`src/rtl/wb_arbiter.sv`:
```
// Writeback arbiter: merges pipeline results with buffered multi-cycle
// results into the single regfile write port and tracks pending rds.
package rv32ima_pkg;
  typedef logic [4:0]  reg_t;
  typedef logic [31:0] word_t;
endpackage

module wb_arbiter
  import rv32ima_pkg::*;
#(
  parameter int DEPTH = 2
) (
  input  logic        clk,
  input  logic        rst,
  input  logic        pri_valid,
  input  reg_t        pri_rd,
  input  word_t       pri_data,
  input  logic        sec_valid,
  output logic        sec_ready,
  input  reg_t        sec_rd,
  input  word_t       sec_data,
  input  logic        claim_en,
  input  reg_t        claim_rd,
  input  reg_t        q_rs1,
  input  reg_t        q_rs2,
  output logic        busy_rs1,
  output logic        busy_rs2,
  output logic        drain_req,
  output logic [31:0] pending,
  output logic        wen,
  output reg_t        wsel,
  output word_t       wdat
);

  localparam int AW = $clog2(DEPTH);
  localparam int CW = AW + 1;
  localparam logic [CW-1:0] FULL = CW'(DEPTH);

  reg_t          mem_rd  [DEPTH];
  word_t         mem_dat [DEPTH];
  logic [AW-1:0] wp;
  logic [AW-1:0] rp;
  logic [CW-1:0] count;

  logic  push;
  logic  pop;
  logic  src_sec;
  logic [31:0] clr_mask;
  logic [31:0] set_mask;
  logic [31:0] pend_next;

  // Acceptance depends on occupancy only, never on a same-cycle pop
  always_comb begin
    sec_ready = !rst && (count < FULL);
    drain_req = (count == FULL);
    push      = sec_valid && sec_ready;
    pop       = !pri_valid && (count != '0);
  end

  // Scoreboard update: retire secondary writes, then apply new claims
  always_comb begin
    clr_mask = '0;
    set_mask = '0;
    if (wen && src_sec)
      clr_mask = 32'(1) << wsel;
    if (claim_en && claim_rd != '0)
      set_mask = 32'(1) << claim_rd;
    pend_next = ((pending & ~clr_mask) | set_mask)
              & ~32'd1;
  end

  // Query ports read the scoreboard directly
  always_comb begin
    busy_rs1 = pending[q_rs1];
    busy_rs2 = pending[q_rs2];
  end

  // FIFO storage; contents need no reset
  always_ff @(posedge clk) begin
    if (push) begin
      mem_rd[wp]  <= sec_rd;
      mem_dat[wp] <= sec_data;
    end
  end

  // FIFO pointers and occupancy
  always_ff @(posedge clk) begin
    if (rst) begin
      wp    <= '0;
      rp    <= '0;
      count <= '0;
    end else begin
      if (push) wp <= wp + 1'b1;
      if (pop)  rp <= rp + 1'b1;
      count <= count + CW'(push) - CW'(pop);
    end
  end

  // Write port: primary has strict priority over the FIFO head
  always_ff @(posedge clk) begin
    if (rst) begin
      wen     <= 1'b0;
      wsel    <= '0;
      wdat    <= '0;
      src_sec <= 1'b0;
    end else if (pri_valid) begin
      wen     <= (pri_rd != '0);
      wsel    <= pri_rd;
      wdat    <= pri_data;
      src_sec <= 1'b0;
    end else if (pop) begin
      wen     <= (mem_rd[rp] != '0);
      wsel    <= mem_rd[rp];
      wdat    <= mem_dat[rp];
      src_sec <= 1'b1;
    end else begin
      wen     <= 1'b0;
      src_sec <= 1'b0;
    end
  end

  // Pending scoreboard register
  always_ff @(posedge clk) begin
    if (rst) pending <= '0;
    else     pending <= pend_next;
  end

endmodule

```
`config.mk`:
```
export PLATFORM = sky130hd
export DESIGN_NAME = wb_arbiter
export DESIGN_NICKNAME = d
export VERILOG_FILES = /design/src/rtl/wb_arbiter.sv
export SDC_FILE = /design/constraint.sdc
export NUM_CORES = 1
export LEC_CHECK = 0
export ABC_AREA = 1
export BUFFER_PORTS_ARGS = -buffer_cell sky130_fd_sc_hd__buf_4
export CAP_MARGIN = 10
export CORE_MARGIN = 2
export CORE_UTILIZATION = 56
export DETAILED_ROUTE_END_ITERATION = 6
export HOLD_SLACK_MARGIN = 0.15
export PLACE_DENSITY_LB_ADDON = 0.08
export SYNTH_ARGS = -nofsm -noshare
export SYNTH_HDL_FRONTEND = slang
export SYNTH_SLANG_ARGS = --single-unit
```
`constraint.sdc`:
```
create_clock -name clk -period 6.3 [get_ports clk]
set_input_delay 0.315 -clock clk [delete_from_list [all_inputs] [get_ports clk]]
set_output_delay 0.315 -clock clk [all_outputs]
set_load 0.01 [all_outputs]
```
# Word level (Yosys, flattened, before mapping)
# Memory sizes are Yosys's and may differ from the RTL's. A register that Yosys moved wholly into a read port is not among the register bits.
# Index checks and enable logic that the tools add are counted.
# totals
ff_bits	75
input_bits	94
word_cells	56
ram_bits	74
mem_count	2
# memory_table
name	depth	width	rd	rd_ports_with_merged_regs	write_ports	line	text
mem_dat	2	32	1	1	1	40	word_t mem_dat [DEPTH];
mem_rd	2	5	1	1	1	39	reg_t mem_rd [DEPTH];
# op_classes
n_bitwise	3
reduce_logical	13
n_mux	19
shifts	2
addsub	4
eq_ne	1
order_cmp	3
# ops
op	n
$mux 32	4
$shl 1x5->32 const A	2
$and 32x32->32	1
$not 32->32	1
$or 32x32->32	1
$reduce_bool 5->1	3
$lt 5x6->1 const B	2
$mux 1	11
$bmux 1 s5	2
$mux 5	2
$logic_and 1x1->1	5
$reduce_bool 2->1	2
$add 1x1->1 const B	2
$add 2x1->2	1
$eq 2x2->1 const B	1
$logic_not 1->1	2
$lt 2x2->1 const B	1
$reduce_or 2->1	1
$sub 2x1->2	1

# Logic depth before layout (Yosys ltp)
# Gate-level depths: netlist of run 1.
# depth
word_depth	5
ltp_mapped	11
ltp_nobuf	9

# Worst setup path after synthesis of run 1
# OpenSTA, ideal clock, no wires.
# synth_path
path_type	register -> register
startpoint	register count[1]
endpoint	memory mem_dat[1][0] (netlist bit) (enable)
path_buffers	0
slack_ps	3521
path_stages_with_launch	4
arrival_ps	2346
period_less_slack_ps	2779
path_cell_list	dfxtp_1 nor2_1 nand2_1 nor2_1
# synth_between
elab_chain_cells	5
# synth_lines
element	line	text
start: declaration	43	logic [CW-1:0] count;
start signal: assignment	95	count <= count + CW'(push) - CW'(pop);
$lt 2x2->1	54	sec_ready = !rst && (count < FULL);
$logic_and 1x1->1	54	
named net sec_ready	19	output logic sec_ready,
$logic_and 1x1->1	56	push = sec_valid && sec_ready;
$mux 1	80	if (push) begin
$mux 1 (implied by the code)	82	mem_dat[wp] <= sec_data;
end: declaration	40	
# The timed path passes the listed nets, and every way through them passes these cells.

# Final worst setup path of run 1
# layout_path
startpoint	register count[1]
endpoint	memory mem_dat[1][27] (netlist bit) (enable)
# layout_between
elab_chain_cells	5
# layout_lines
element	line
$lt 2x2->1	54
$logic_and 1x1->1	54
$logic_and 1x1->1	56
$mux 1	80
$mux 1 (implied by the code)	82
# Every way passes these cells.

==> flow_summary.yaml, run 1 <==
sta:
  fin_crit_ns: 2.05
  fmaxAchievable_mhz: 488
  hold_viol: 0
  worst_slew_pin_slew_ns: 1.13
  slew_headroom: 0.245
  layout_setup_ws_ns: 4.25
  rsz0062_at_grt: "no"
  fin_setup_tns_ns: 0
  maxSlewViolCount: 0
  finalSetupViolCount: 0
  period_share: 0.325
  finalClockSkew_ns: 0.00664
setup_path:
  cp-start-kind: "flip-flop"
  crit_arrival_ns: 2.09
  rrSetupSlack_ns: 4.25
  r2r_start: "count[1]"
  r2r_end: "mem_dat[1][27]"
  critical_path_class: "flip-flop to flip-flop"
  path_max_fanout: 38
  required_ns: 6.34
  r2r_cells: 3
  end_kind: "flip-flop"
clocking:
  htreeDepth: 4
  clkTransAtPathRegs_ns: 0.06
  cts_made_buffers: 17
  clk_latency_ns: 0.42
  cts_tree: "done"
  clock-root-buffer: "clkbuf_16"
  cts_max_path_buffers: 2
  clock-sinks: 149
  post_cts_buffers: 0
finish:
  stdcell_area_um2: 8750
  diodes: 0
  syn2layout_area_growth_pct: 31.7
  drive_above_1_share: 0.263
  fin_util: 0.759
  nets: 1018
global_routing:
  grt_max_degree: 50
  grt_pass1_wl_mm: 30.9
  antenna_found_initial: 0
  grtUsageTotal: 0.310
  grt_pass1_vias: 6269
  grt_overflow: 0
synthesis:
  post-synth-top-area-cell: "edfxtp_1"
  ys_ff_latch: 149
  yosysWarnings: 0
  synth_compound_area_frac: 0.150
  synthXorXnorAreaFrac: 0.00132
  ys.flop_type: "dfxtp_1"
  synth-simple-area-share: 0.214
  syn_avg_cell_area_um2: 8.99
  async_reset_ff_frac: 0
  synth_top_family_by_area: "simple AND/OR/NAND/NOR gates"
  syn_area_um2: 6640
  muxShareOfSynthArea: 0.00151
  synth_nets: 835
  synth_area_leaders: "edfxtp_1 33%, dfxtp_1 23%, nand2_1 9.4%"
  ys_seq_area_frac: 0.561
  netlist-cell-type-count: 36
  synth_adder_area_share: 0.00377
  synth_edf_count: 74
  synth_top_area_frac: 0.335
  syn-instance-count: 739
outcome:
  outcome: "finished with violations"
  violations: "DRC"
floorplan:
  die_x_um: 113
  core_area_um2: 11500
  ioPinCount: 168
  initial_core_util: 0.577
  die_height_um: 113
  fp-row-count: 39
  die_area_um2: 12700
detailed_routing:
  wl_mm: 19.4
  dr.pass1.iters: 7
  wl_per_cell_um: 18.0
  drcViolationCount: 11
  vias_per_cell: 5.75
  vias: 6196
  ant_nets: 0
  drt_iter0_drc: 559
min_path:
  hold_path.class: "input pin to flip-flop"
  worstHoldStart: "pri_data[24]"
  worstHoldPathCells: 3
  hold_end: "wdat[24]"
pwr:
  peakVddDrop_uv: 273
  p_leak_nw: 3.58
  power.density_nw_per_um2: 321
placed_design:
  gp_congestion: 0.863
  placedInstanceArea_um2: 7840
  pre_cts_ws_ns: 3.99
  io_buffers: 166
  hpwl_mm: 12.4
run:
  maxCapViolCount: 0
cells by family (layout without fill, tap and decap cells):
logic type,Yosys count,after routing
AOI/OAI and AO/OA,181,181
muxes,1,1
buffers and inverters,89,285
xor gates and xnor gates,1,1
DFF,149,149
other,1,1
adders and majority gates,2,2
and+or+nand+nor,315,315
power breakdown:
group / switching (mW) / total [mW] / internal [mW]
combinational: 0.407 / 0.677 / 0.270
clock: 0.390 / 0.927 / 0.537
sequential: 0.0681 / 1.20 / 1.13
layer usage:
layer	share of wire	wire length, um	track usage
met1	0.41	7840	0.382
met3	0.076	1470	0.0771
met5	0	0	0
met4	0.022	424	0.128
met2	0.50	9610	0.524
registers in the layout, summed over array words and instances (netlist names), 2 cells and up, named ones only:
name	count
wsel	5
wdat	32
count	2
mem_rd	10
pending	31
mem_dat	64
stage by stage:
step / instances / total power, mW / hold slack, ns
after floorplan: 739 / 1.62 / 0.414
after global placement: 1009 / 1.83 / 0.436
after detailed placement: 1009 / 1.85 / 0.459
after CTS: 1078 / 2.79 / 0.153
after global routing: 1078 / 2.93 / 0.161
final: 1078 / 2.80 / 0.162
final cells by class:
| class | count | area, um2 |
|---|---|---|
| clock buffers | 18 | 429 |
| well taps | 143 | 179 |
| flip-flops and latches | 149 | 3720 |
| inverters | 49 | 196 |
| multi-input cells | 501 | 2480 |
| fillers | 801 | 2770 |
| repair buffers | 204 | 1620 |
| clock inverters | 14 | 111 |
worst max-delay path by stage:
stage / startpoint / endpoint / slack (ns) / depth (start not counted)
2_1_floorplan: count[1] / mem_dat[1][0] / 3.52 / 3
5_1_grt: count[1] / mem_dat[1][3] / 4.08 / 3
3_5_place_dp: rst / mem_dat[0][21] / 3.99 / 4
6_report: count[1] / mem_dat[1][27] / 4.25 / 3
4_1_cts: count[1] / mem_dat[0][23] / 4.23 / 3
3_3_place_gp: rst / mem_dat[1][22] / 4.05 / 4
cells in the mapped netlist, drive strengths merged (4+ instances only):
library cell,number
a31oi,7
nor3,4
nand2,168
nand3,68
a21oi,78
dfxtp,75
edfxtp,74
inv,49
o21ai,62
buf,31
clkbuf,9
o211ai,31
or2,33
nand4,7
nor2,33
critical path, cell delays in order, from the launching register on:
cell and delay (ns):
dfxtp_1 0.36, nor2_1 0.18, nand2_1 0.20, nor2_4 0.89
cells in the final DEF (no fill, tap or decap), types with 2 or more instances in the layout:
cell type and instances:
a31oi_1 7, nor2_1 28, dfxtp_1 75, o211ai_1 31, ha_1 2, inv_1 40, o21ai_0 62, nand3_1 68
edfxtp_1 74, or2_2 31, dlygate4sd3_1 37, clkbuf_16 17, inv_2 4, or2_0 2, a21oi_1 78, buf_4 167
clkinvlp_4 4, clkinv_2 6, nand4_1 7, o22ai_1 2, nand2_1 166, inv_4 5, nor3_1 3, nor2_4 4
timing repair:
item / in CTS / in global routing
gates resized for setup: 0 / 0
hold buffers: 37 / 0
endpoints found under the hold margin: 74 / 0
Note: power is estimated with default switching activity, not from simulation.
==> run 2: changes to the inputs <==
Settings changed: CORE_UTILIZATION 56 to 53.
Clock period 6.3 ns to 2.12 ns, I/O delays scaled along.
==> run 2 against run 1 <==
The run now ends clean. Sequential share of layout area fell by 3.0 points. Maximum frequency rose by 16%. Utilization rose by 1.8 points. Combinational power rose to 3.1 times the previous value. Register-to-register slack got worse by 3.9 ns. Global-route usage barely moved. First-iteration DRC count rose by 13%. Total power rose to 3.1 times the previous value. Hold slack improved by 0.0098 ns. Clock skew rose by 0.0019 ns. Largest power group unchanged.
==> flow_summary.yaml, run 2 (synthesis results as in run 1) <==
sta:
  finalClockSkew_ns: 0.00856
  fin_crit_ns: 1.77
  rsz0062_at_grt: "no"
  hold_viol: 0
  slew_headroom: 0.527
  maxSlewViolCount: 0
  worst_slew_pin_slew_ns: 0.709
  finalSetupViolCount: 0
  period_share: 0.836
  fin_setup_tns_ns: 0
  fmaxAchievable_mhz: 564
global_routing:
  grt_pass1_wl_mm: 31.7
  antenna_found_initial: 0
  grt_max_degree: 49
  met2_usage: 0.545
  met3_usage: 0.0596
  grt_use_met1: 0.380
  grt.busiest_layer: "met2"
  grt_pass1_vias: 6296
  grtUsageTotal: 0.310
  grt_overflow: 0
placed_design:
  dp.cells: 1041
  hpwl_mm: 12.8
  io_buffers: 166
  gp_congestion: 0.900
pwr:
  switchingPower_mw: 2.67
  seqPwrFrac: 0.407
  p_sw_frac: 0.302
  p_leak_nw: 3.85
  p_int_mw: 6.15
  peakVddDrop_uv: 608
  clockPowerShare: 0.354
  power.density_nw_per_um2: 937
  power_frac_comb: 0.239
setup_path:
  crit_chain: "nor2_1 > nand2_1 > ha_1 > inv_1 > ha_1 > xor2_1 > o21ai_0 > a21oi_1"
  cp_top_family: "adder cells"
  crit_arrival_ns: 2.13
  required_ns: 2.47
  path_max_fanout: 5
  end_kind: "flip-flop"
  cp-start-kind: "flip-flop"
  crit_buf_inv: 1
  cpPeakStageDelay_ns: 0.37
  critical_path_class: "flip-flop to flip-flop"
  cpMostUsedCell: "ha_1"
  slowest_stage: "dfxtp_1"
finish:
  largest-register: "mem_dat"
  reg_top3: "mem_dat x64, wdat x32, pending x31"
  drive_above_1_share: 0.258
  fin_util: 0.777
  syn2layout_area_growth_pct: 41.7
  nets: 1073
  diodes: 0
  multi_input_area_um2: 2480
  layout_commonest_cell: "buf_4"
  n_fill_cell: 783
  register_area_um2: 3720
  largest_reg_flops: 64
  final_cells: 1158
  mostFrequentLayoutCells: "172 x buf_4, 166 x nand2_1, 85 x dlygate4sd3_1"
clocking:
  clkTransAtPathRegs_ns: 0.06
  clock-root-buffer: "clkbuf_16"
  cts_tree: "done"
  post_cts_buffers: 0
  cts_resized: 0
  cts_hold_buf: 85
  htreeDepth: 4
  clk_latency_ns: 0.42
  cts_max_path_buffers: 2
  cts_made_buffers: 17
  clock-sinks: 149
floorplan:
  initial_core_util: 0.548
  die_area_um2: 13400
  die_x_um: 116
  fp-row-count: 40
  ioPinCount: 168
  die_height_um: 116
  core_area_um2: 12100
min_path:
  hold_path.class: "input pin to flip-flop"
detailed_routing:
  wl_mm: 20.3
  vias: 6459
  drt_iter0_drc: 629
  drcViolationCount: 0
  ant_nets: 0
  wl_per_cell_um: 17.5
  vias_per_cell: 5.58
  dr.pass1.iters: 7
outcome:
  outcome: "finished clean"
run:
  maxCapViolCount: 0
==> run 2: changes by cell type in the layout (fill, tap and decap cells not counted), sizes merged <==
cell	delta
dlygate4sd3	+48
buf	+7
clkinv	-4
bufinv	+2
inv	+2
==> run 2: power groups by stage <==
stage / registers, mW / logic (mW) / clock network (mW)
after global placement: 3.61 / 1.87 / 0
final: 3.59 / 2.11 / 3.12
after CTS: 3.58 / 2.08 / 3.15
after global routing: 3.62 / 2.30 / 3.27
after detailed placement: 3.63 / 1.93 / 0
after floorplan: 3.63 / 1.18 / 0
==> run 2: final cells by class <==
cell class	count	share of cell area
multi-input combinational	501	0.264
tap	168	0.0223
clock buffer	18	0.0467
timing repair buffer	259	0.232
inverter	49	0.0209
sequential	149	0.396
clock inverter	14	0.0187
==> run 2: per-layer routing <==
metal	wire length [um]	vias to the layer above	part of all wire
met5	0	-	0
met4	429	0	0.021
met3	1520	44	0.075
met2	10300	342	0.51
met1	8050	3048	0.40
li1	-	3025	-
==> run 2: final timing paths <==
| check | start | to | slack [ns] | cells after the start |
|---|---|---|---|---|
| worst min-delay path | pri_valid | wdat[31] | 0.17 | 4 |
| worst max-delay path | count[1] | count[1] | 0.35 | 8 |
| worst min register to register | rp | flip-flop | 0.47 | 1 |
| worst max register to register | count[1] | count[1] | 0.35 | 8 |
==> run 2: worst reg2reg max path, stage by stage, from the launching register on <==
cell and delay, ns:
dfxtp_1 0.37, nor2_1 0.19, nand2_1 0.19, ha_1 0.33
inv_1 0.05, ha_1 0.14, xor2_1 0.17, o21ai_0 0.09
a21oi_1 0.16
==> run 2: through the flow <==
stage          total power, mW  instance area, um2  worst slack, ns  hold WS, ns
2_1_floorplan             4.81                6650          -0.0584        0.205
3_3_place_gp              5.48                7940            0.443        0.291
3_5_place_dp              5.56                7940            0.383        0.294
4_1_cts                   8.81                9410            0.321        0.156
5_1_grt                   9.20                9410            0.201        0.193
6_report                  8.82                9410            0.347        0.172
==> run 3: changes to the inputs <==
Settings changed: CORE_UTILIZATION 53 to 48.
Clock period 2.12 ns to 1.53 ns, I/O delays scaled along.
==> run 3 against run 2 <==
Wire length decreased by 0.92%. Register-to-register slack worse by 0.27 ns. Critical path depth increased by 1. Non-clock buffer count up 28.
==> flow_summary.yaml, run 3 (synthesis results as in run 1) <==
outcome:
  outcome: "finished clean"
detailed_routing:
  ant_nets: 0
  vias_per_cell: 5.45
  drt_iter0_drc: 480
  vias: 6507
  drcViolationCount: 0
  wl_mm: 20.1
  dr.pass1.iters: 5
  wl_per_cell_um: 16.8
sta:
  finalSetupViolCount: 0
  fmaxAchievable_mhz: 665
  hold_viol: 0
  finalClockSkew_ns: 0.00752
  period_share: 0.982
  timing.hold.ws_ns: 0.163
  rsz0062_at_grt: "yes"
  fin_setup_tns_ns: 0
  layout_setup_ws_ns: 0.0273
  slew_headroom: 0.664
  maxSlewViolCount: 0
  fin_crit_ns: 1.50
  worst_slew_pin_slew_ns: 0.504
finish:
  n_fill_cell: 982
  mostFrequentLayoutCells: "188 x buf_4, 156 x nand2_1, 94 x dlygate4sd3_1"
  fin_util: 0.735
  diodes: 0
  drive_above_1_share: 0.328
  final_cells: 1194
  largest_reg_flops: 64
  syn2layout_area_growth_pct: 48.3
  nets: 1101
  multi_input_area_um2: 2630
  largest-register: "mem_dat"
  stdcell_area_um2: 9850
  layout_commonest_cell: "buf_4"
  reg_top3: "mem_dat x64, wdat x32, pending x31"
  register_area_um2: 3800
run:
  maxCapViolCount: 0
clocking:
  cts_tree: "done"
  cts_made_buffers: 17
  cts_max_path_buffers: 2
  clock-sinks: 149
  htreeDepth: 4
  clock-root-buffer: "clkbuf_16"
  clkTransAtPathRegs_ns: 0.06
  clk_latency_ns: 0.42
setup_path:
  cp_top_family: "simple AND/OR/NAND/NOR gates"
  cp-start-kind: "flip-flop"
  required_ns: 1.45
  path_max_fanout: 4
  rrSetupSlack_ns: 0.08
  crit_buf_inv: 1
  cpPeakStageDelay_ns: 0.36
  crit_arrival_ns: 1.43
  cpMostUsedCell: "nand2_1"
  crit_chain: "nand2_2 > nand3_2 > nand3_2 > nand2_2 > nand2_1 > nand2_1 > nand2_1 > nand2_1 > buf_6"
  critical_path_class: "flip-flop to primary output"
  slowest_stage: "dfxtp_4"
  end_kind: "primary output"
placed_design:
  pre_cts_ws_ns: -0.0114
  io_buffers: 166
  gp_congestion: 0.914
  placedInstanceArea_um2: 8060
  dp.cells: 1059
  hpwl_mm: 13.0
floorplan:
  die_x_um: 122
  die_height_um: 122
  ioPinCount: 168
  die_area_um2: 14800
  core_area_um2: 13400
  initial_core_util: 0.496
  fp-row-count: 42
pwr:
  p_leak_nw: 4.03
  peakVddDrop_uv: 983
  power.total_mw: 12.2
  power.density_nw_per_um2: 1240
global_routing:
  grt_pass1_vias: 6372
  antenna_found_initial: 0
  grt_max_degree: 49
  grt_overflow: 0
  grtUsageTotal: 0.275
  grt_pass1_wl_mm: 31.5
min_path:
  hold_path.class: "input pin to flip-flop"
run 3: routing by layer:
metal	routed length (um)	global-route usage	up-vias
li1	-	-	3079
met1	8600	0.353	3136
met2	9870	0.462	254
met4	410	0.103	0
met5	0	0	-
met3	1200	0.0552	38
run 3: path summary, 6_finish.rpt:
path,start,to,cells past startpoint
worst min-delay path,claim_rd[1],pending[23],5
worst min register to register,rp,rp,1
worst max-delay path,pending[12],busy_rs2,9
worst max register to register,count[1],count[1],8
run 3: report_power, final:
group / switching (mW) / internal [mW] / total [mW] / leakage, nW
Sequential: 0.278 / 4.65 / 4.92 / 1.31
Clock: 1.59 / 2.39 / 3.99 / 0.267
Combinational: 1.78 / 1.47 / 3.25 / 2.46
Total: 3.66 / 8.51 / 12.2 / 4.03
run 3: layout make-up:
type                            count  area share
Sequential cell                   149       0.386
Multi-Input combinational cell    501       0.267
Timing Repair Buffer              287       0.247
Clock buffer                       19      0.0440
Tap cell                          176      0.0224
Inverter                           49      0.0199
Clock inverter                     13      0.0137
run 3: what timing repair did:
| action | 4_1_cts | 5_1_grt |
|---|---|---|
| endpoints found under the hold margin | 144 | 12 |
| buffers inserted | 2 | 6 |
| resized for setup | 29 | 51 |
| pin swaps | 10 | 19 |
| setup endpoints to repair | 3 | 9 |
| hold buffers | 96 | 1 |
run 3: tightest hold or removal path, delay by kind of cell:
| family | cells | cell delay, ns |
|---|---|---|
| buffers and inverters | 1 | 0.14 |
| AND/OR/NAND/NOR | 3 | 0.27 |
| AO/OA/AOI/OAI | 1 | 0.06 |
